**src/rtl/lfsr_rng.sv**
```systemverilog
// Galois LFSR random source with reseeding, zero-state protection and a
// rejection-sampling request/valid port returning values in [0, limit-1].
module lfsr_rng #(
    parameter int              WIDTH   = 16,
    parameter logic [WIDTH-1:0] TAPS   = 16'hB400,
    parameter logic [WIDTH-1:0] SEED   = 16'hACE1,
    parameter int              OUT_W   = 4,
    parameter int              MAX_TRY = 8
) (
    input  logic             clk,
    input  logic             rst_n,
    input  logic             en,
    input  logic             seed_load,
    input  logic [WIDTH-1:0] seed_in,
    input  logic             req,
    input  logic [OUT_W-1:0] limit,
    output logic             ready,
    output logic             valid,
    output logic [OUT_W-1:0] rnd,
    output logic             fb,
    output logic [WIDTH-1:0] state_o
);

    localparam int TRY_W = $clog2(MAX_TRY + 1);
    localparam logic [TRY_W-1:0] TRY_LAST = TRY_W'(MAX_TRY);

    typedef enum logic {IDLE, DRAW} fsm_t;

    fsm_t             r_fsm;
    logic [WIDTH-1:0] r_lfsr;
    logic [OUT_W-1:0] r_lim;
    logic [TRY_W-1:0] r_try;

    logic [WIDTH-1:0] w_step;
    logic [WIDTH-1:0] w_step_safe;
    logic [WIDTH-1:0] w_seed;
    logic [OUT_W-1:0] w_cand;
    logic [TRY_W-1:0] w_try_inc;
    logic             w_accept;

    assign w_step      = (r_lfsr >> 1) ^ (r_lfsr[0] ? TAPS : '0);
    // A maximal-length mask never reaches zero from a non-zero state; the
    // guard only matters if the mask is wrong, and keeps the generator alive.
    assign w_step_safe = (w_step == '0) ? SEED : w_step;
    assign w_seed      = (seed_in == '0) ? SEED : seed_in;
    assign w_cand      = r_lfsr[OUT_W-1:0];
    assign w_try_inc   = r_try + TRY_W'(1);
    assign w_accept    = (r_lim == '0) || (w_cand < r_lim);

    assign ready   = (r_fsm == IDLE);
    assign state_o = r_lfsr;

    always_ff @(posedge clk) begin
        if (!rst_n) begin
            r_lfsr <= SEED;
            r_fsm  <= IDLE;
            r_lim  <= '0;
            r_try  <= '0;
            rnd    <= '0;
            fb     <= 1'b0;
            valid  <= 1'b0;
        end else begin
            valid <= 1'b0;

            if (seed_load)
                r_lfsr <= w_seed;
            else if (r_fsm == DRAW || en)
                r_lfsr <= w_step_safe;

            case (r_fsm)
                IDLE: begin
                    if (req) begin
                        r_lim <= limit;
                        r_try <= '0;
                        r_fsm <= DRAW;
                    end
                end
                DRAW: begin
                    // Candidate is taken from the pre-update state, so a
                    // concurrent seed_load only affects the next draw.
                    if (w_accept) begin
                        rnd   <= w_cand;
                        fb    <= 1'b0;
                        valid <= 1'b1;
                        r_fsm <= IDLE;
                    end else if (w_try_inc == TRY_LAST) begin
                        rnd   <= '0;
                        fb    <= 1'b1;
                        valid <= 1'b1;
                        r_fsm <= IDLE;
                    end else begin
                        r_try <= w_try_inc;
                    end
                end
                default: r_fsm <= IDLE;
            endcase
        end
    end

endmodule

```
**config.mk**
```make
export PLATFORM = sky130hd
export DESIGN_NAME = lfsr_rng
export DESIGN_NICKNAME = d
export VERILOG_FILES = /design/src/rtl/lfsr_rng.sv
export SDC_FILE = /design/constraint.sdc
export NUM_CORES = 1
export LEC_CHECK = 0
export ABC_CLOCK_PERIOD_IN_PS = 2200
export BUFFER_PORTS_ARGS = -buffer_cell sky130_fd_sc_hd__buf_2
export CAP_MARGIN = 20
export CORE_MARGIN = 10
export CORE_UTILIZATION = 42
export CTS_CLUSTER_SIZE = 8
export DETAILED_ROUTE_END_ITERATION = 16
export PLACE_DENSITY = 0.71
export SLEW_MARGIN = 20
export SYNTH_ARGS = -nofsm -noshare
export SYNTH_HDL_FRONTEND = slang
export SYNTH_SLANG_ARGS = --single-unit
```
**constraint.sdc**
```tcl
create_clock -name clk -period 2.2 [get_ports clk]
set_input_delay 0.22 -clock clk [delete_from_list [all_inputs] [get_ports clk]]
set_output_delay 0.22 -clock clk [all_outputs]
set_load 0.01 [all_outputs]
```
Word-level counts from Yosys, hierarchy flattened
Index checks and enable logic that the tools add are counted.
{"block": "word_totals", "word_cells": 45, "in_bits": 25, "output_inout_bits": 23, "ff_bits": 31}
{"block": "op_classes", "muxes": 19, "eq_ne": 4, "n_bitwise": 2, "n_lt_le_gt_ge": 1, "reduce_logical": 11, "addsub": 1}
{"operator": "$mux 16", "count": 5}
{"operator": "$logic_not 16->1", "count": 2}
{"operator": "$mux 4", "count": 5}
{"operator": "$xor 15x16->16", "count": 1}
{"operator": "$pmux 4 s2", "count": 1}
{"operator": "$mux 1", "count": 7}
{"operator": "$ne 2x2->1 const B", "count": 3}
{"operator": "$reduce_and 2->1", "count": 3}
{"operator": "$add 4x1->4 const B", "count": 1}
{"operator": "$eq 4x4->1 const B", "count": 1}
{"operator": "$logic_not 4->1", "count": 1}
{"operator": "$lt 4x4->1", "count": 1}
{"operator": "$reduce_bool 2->1", "count": 2}
{"operator": "$reduce_and 3->1", "count": 1}
{"operator": "$logic_or 1x1->1", "count": 2}
{"operator": "$pmux 1 s2", "count": 1}
{"operator": "$not 1->1", "count": 1}

Depth between registers and ports, before layout
{"block": "logic_depth", "ltp_word": 6, "mapped_depth": 6, "ltp_nobuf": 6}

Worst setup path before layout
No wires, ideal clock.
{"block": "synth_path", "kind": "input to register", "from": "input port seed_in[8]", "to": "register r_lfsr[8] (netlist: state_o[8])", "setup_ps": 132, "path_buffers": 0, "required_time_ps": 2068, "setup_slack_ps": 526, "arrival_time_ps": 1542, "stages": 4, "cell_sequence": "or4_4 > o41ai_4 > o2bb2a_1 > a21oi_1"}
{"block": "synth_via", "elab_chain_cells": 3}
{"item": "from (decl)", "line_no": "14", "text": "input logic [WIDTH-1:0] seed_in,"}
{"item": "$logic_not 16->1", "line_no": "45", "text": "assign w_seed = (seed_in == '0) ? SEED : seed_in;"}
{"item": "$mux 16 (*)", "line_no": "45"}
{"item": "$mux 16 (*)", "line_no": "65", "text": "if (seed_load)"}
{"item": "to (signal assigned)", "line_no": "66", "text": "r_lfsr <= w_seed;"}
{"item": "to (signal assigned)", "line_no": "68", "text": "r_lfsr <= w_step_safe;"}
{"item": "to (decl)", "line_no": "30", "text": "logic [WIDTH-1:0] r_lfsr;"}
Mark *: on every way between the ends. The rest lies on a longest branch, timed or not.
A chain may end at the register's enable or synchronous reset.

Final worst setup path
{"block": "layout_path", "from": "register r_lfsr[2] (netlist: state_o[2])", "to": "register r_try[3]"}
{"block": "layout_via", "elab_chain_cells": 4}
{"item": "$lt 4x4->1", "line_no": "48", "text": "assign w_accept = (r_lim == '0) || (w_cand < r_lim);"}
{"item": "$logic_or 1x1->1", "line_no": "48"}
{"item": "$ne 2x2->1 (no line)"}
{"item": "$reduce_and 3->1 (no line)"}
{"item": "to (signal assigned)", "line_no": "92", "text": "r_try <= w_try_inc;"}
{"item": "to (decl)", "line_no": "32", "text": "logic [TRY_W-1:0] r_try;"}
No other way between the ends.

==> run summary <==
Synth Instances: 179
syn_nets: 208
Final min period: 1850 ps
CTS Root Cell: clkbuf_8
Setup TNS Final: 0 ps
GP Congestion: 0.835
total CTS buffers: 5
flops & latches, synth: 31
CP startpoint kind: flop
Most used DFF post-synth: dfxtp_1
clk slew on worst S/H paths: 70 ps
dpl ws: 263 ps
routed len/inst: 15.4 um
Final Total Pwr: 0.00147 W
Crit path buffers/inverters: 0
die width: 81.0 um
Setup Crit Path Kind: flop to flop
post-CTS resize count: 0
sequential-to-total area share from yosys stat: 0.397
Netlist cell types: 39
CP Cell Sequence: ha_1, nand2_1, o21a_1, o31ai_1, o221ai_1
Synth Area in Compound Gates: 0.266
area grow syn2layout: 24.7%
Leak: 0.870 nW
final number of hold-violating endpoints: 0
Reg2Reg Setup Slack: 350 ps
Overflow after GRT: 0
layout cells sized above 1: 0.270
hold path endpoint: r_lim[1]
fmax: 0.541 GHz
CP top delay family: compound AO/OA/AOI/OAI gates
main combinational cell family by area after synthesis: compound AO/OA/AOI/OAI gates
DR vias: 1524
Slew Limit Fails: 0
Post-DRT Antenna Nets: 0
row cnt: 22
crit-path max FO: 6
Crit path depth: 5
Total Nets Final: 254
antenna cells: 0
final worst slack: 351 ps
Hold WS: 190 ps
I/O pin count: 48
critical path arrival: 1990 ps
Hold WC Path Type: input port to flop
DRC Markers: 0
DR pass1 iterations: 5
DRT iter0 DRCs: 122
Initial Utilization: 0.430
setup bufs post-CTS: 0
level count of the clock H-tree: 2
CTS tree: built
Slowest Stage Delay on Critical Path: 510 ps
Req. time, crit path: 2340 ps
worst-margin pin slew: 673 ps
final WL: 4.23 mm
Skew-Pair Late Insertion Delay: 280 ps
Hold Buf Count CTS: 0
Layout Skew: 3.02 ps
Peak VDD IR: 0.000472 V
initial antenna violation count: 0
Core Area: 0.00363 mm2
status: completed
mux share of post-synthesis cell area: 0.0256
hpwl dp: 3.14 mm
vias in the first global route: 1439
die height: 81.0 um
die area: 0.00657 mm2
post-route clock period utilization: 0.841
Worst R2R Start: state_o[2]
power density over the cells: 754 mW/mm2
crit end category: flop
Cells on Worst Hold Path: 3
Post-synth EDFFs: 0
Simple-Gate Fraction of Synth Area: 0.226
max cap viols: 0
Synth Area in XOR/XNOR: 0.0168
slowest stage cell, crit path: o31ai_1
reg2reg path depth: 5
# setup viols final: 0
Longest Clk Path Bufs: 2
ys async rst share: 0
synthesized area per cell: 8.74 um2
largest net degree at the start of global routing: 41
total track usage: 0.130
Critical R2R Capture: r_try[3]
first-pass GRT wire length: 6.73 mm
IO buf count: 47
min-delay src: limit[1]
RSZ-0062 raised after global routing: false
yosys warns: 0
worst rel slew slack: 0.551
# clock sinks: 31
Synth Area in Adders: 0.0320
drt via density: 5.56
Mapped Area: 0.00156 mm2
-- worst min-delay path, cell delays in order --
cell      delay [ps]
buf_2             90
nand2_1           40
a21boi_0          60
-- worst max-delay path by stage --
stage,from,end,slack (ps)
finish,state_o[2],r_try[3],350
global route,state_o[2],fb,220
CTS,state_o[2],r_try[3],360
detailed placement,seed_in[8],state_o[8],260
global placement,seed_in[8],state_o[8],290
floorplan,seed_in[8],state_o[8],530
-- cell usage in the layout, fill, tap and decap left out, drive strengths merged, types with 2 or more instances in the layout --
cell type / instances
buf: 48
dfxtp: 31
nand2: 30
nand3: 11
o21ai: 10
o221ai: 9
inv: 6
a21boi: 6
clkbuf: 6
o22ai: 5
a21oi: 5
or4: 5
o211a: 4
nor4: 4
nand4: 4
mux2i: 4
ha: 4
and3b: 3
o211ai: 3
nor2: 3
nor2b: 2
and2: 2
a221oi: 2
xor2: 2
-- synthesized netlist by cell type (all sizes together), types with 2 or more instances --
cell    instances  area (um2)
xor2            2        17.5
a21boi          6        45.0
mux2i           4        40.0
a221oi          2        17.5
o22ai           5        31.3
nand4           4        25.0
nor2b           2        12.5
or4             5        48.8
a21oi           5        25.0
inv             6        22.5
dfxtp          31         621
and2            2        12.5
nand2          30         113
ha              4        50.1
o21ai          10        50.1
o221ai          9        78.8
nor4            4        25.0
clkbuf          9        33.8
o211ai          3        22.5
and3b           3        26.3
nor2            3        11.3
o211a           4        40.0
nand3          11        55.1
-- flip-flops by register name, indices dropped and copies added, names as in the netlist --
signal and count:
state_o 16, r_lim 4, r_try 4, rnd 4, fb 1, r_fsm 1
valid 1
-- logic make-up after synthesis --
kind of cell,count (synthesis)
muxes,4
adders and majority gates,4
buffers and inverters,15
DFF,31
and+or+nand+nor,68
xor gates and xnor gates,3
AOI/OAI and AO/OA,54
-- per-layer routing --
metal	GRT usage	up-vias	wire length (um)
met5	0	-	0
met4	0.0675	0	79
met3	0.0419	7	278
met2	0.201	39	1980
met1	0.158	707	1890
li1	-	771	-
-- per-stage QoR --
| step | utilization | cells | instance area [um2] |
|---|---|---|---|
| global placement | 0.504 | 266 | 1830 |
| global route | 0.537 | 274 | 1950 |
| CTS | 0.537 | 274 | 1950 |
| floorplan | - | 179 | 1560 |
| detailed placement | 0.504 | 266 | 1830 |
| finish | 0.537 | 274 | 1950 |
-- report_power, final --
| part | internal (W) | switching, W | total [W] |
|---|---|---|---|
| logic | 0.000108 | 0.000139 | 0.000246 |
| clock network | 0.000366 | 0.000211 | 0.000577 |
| registers | 0.000601 | 0.0000468 | 0.000648 |
-- final cells by class --
| cell class | instances | area [um2] |
|---|---|---|
| flip-flops and latches | 31 | 621 |
| fillers | 387 | 1680 |
| multi-input cells | 133 | 887 |
| clock buffers | 6 | 82.6 |
| well taps | 48 | 60.1 |
| inverters | 6 | 22.5 |
| repair buffers | 48 | 243 |
| clock inverters | 2 | 35.0 |
(Power assumes the default switching activity.)
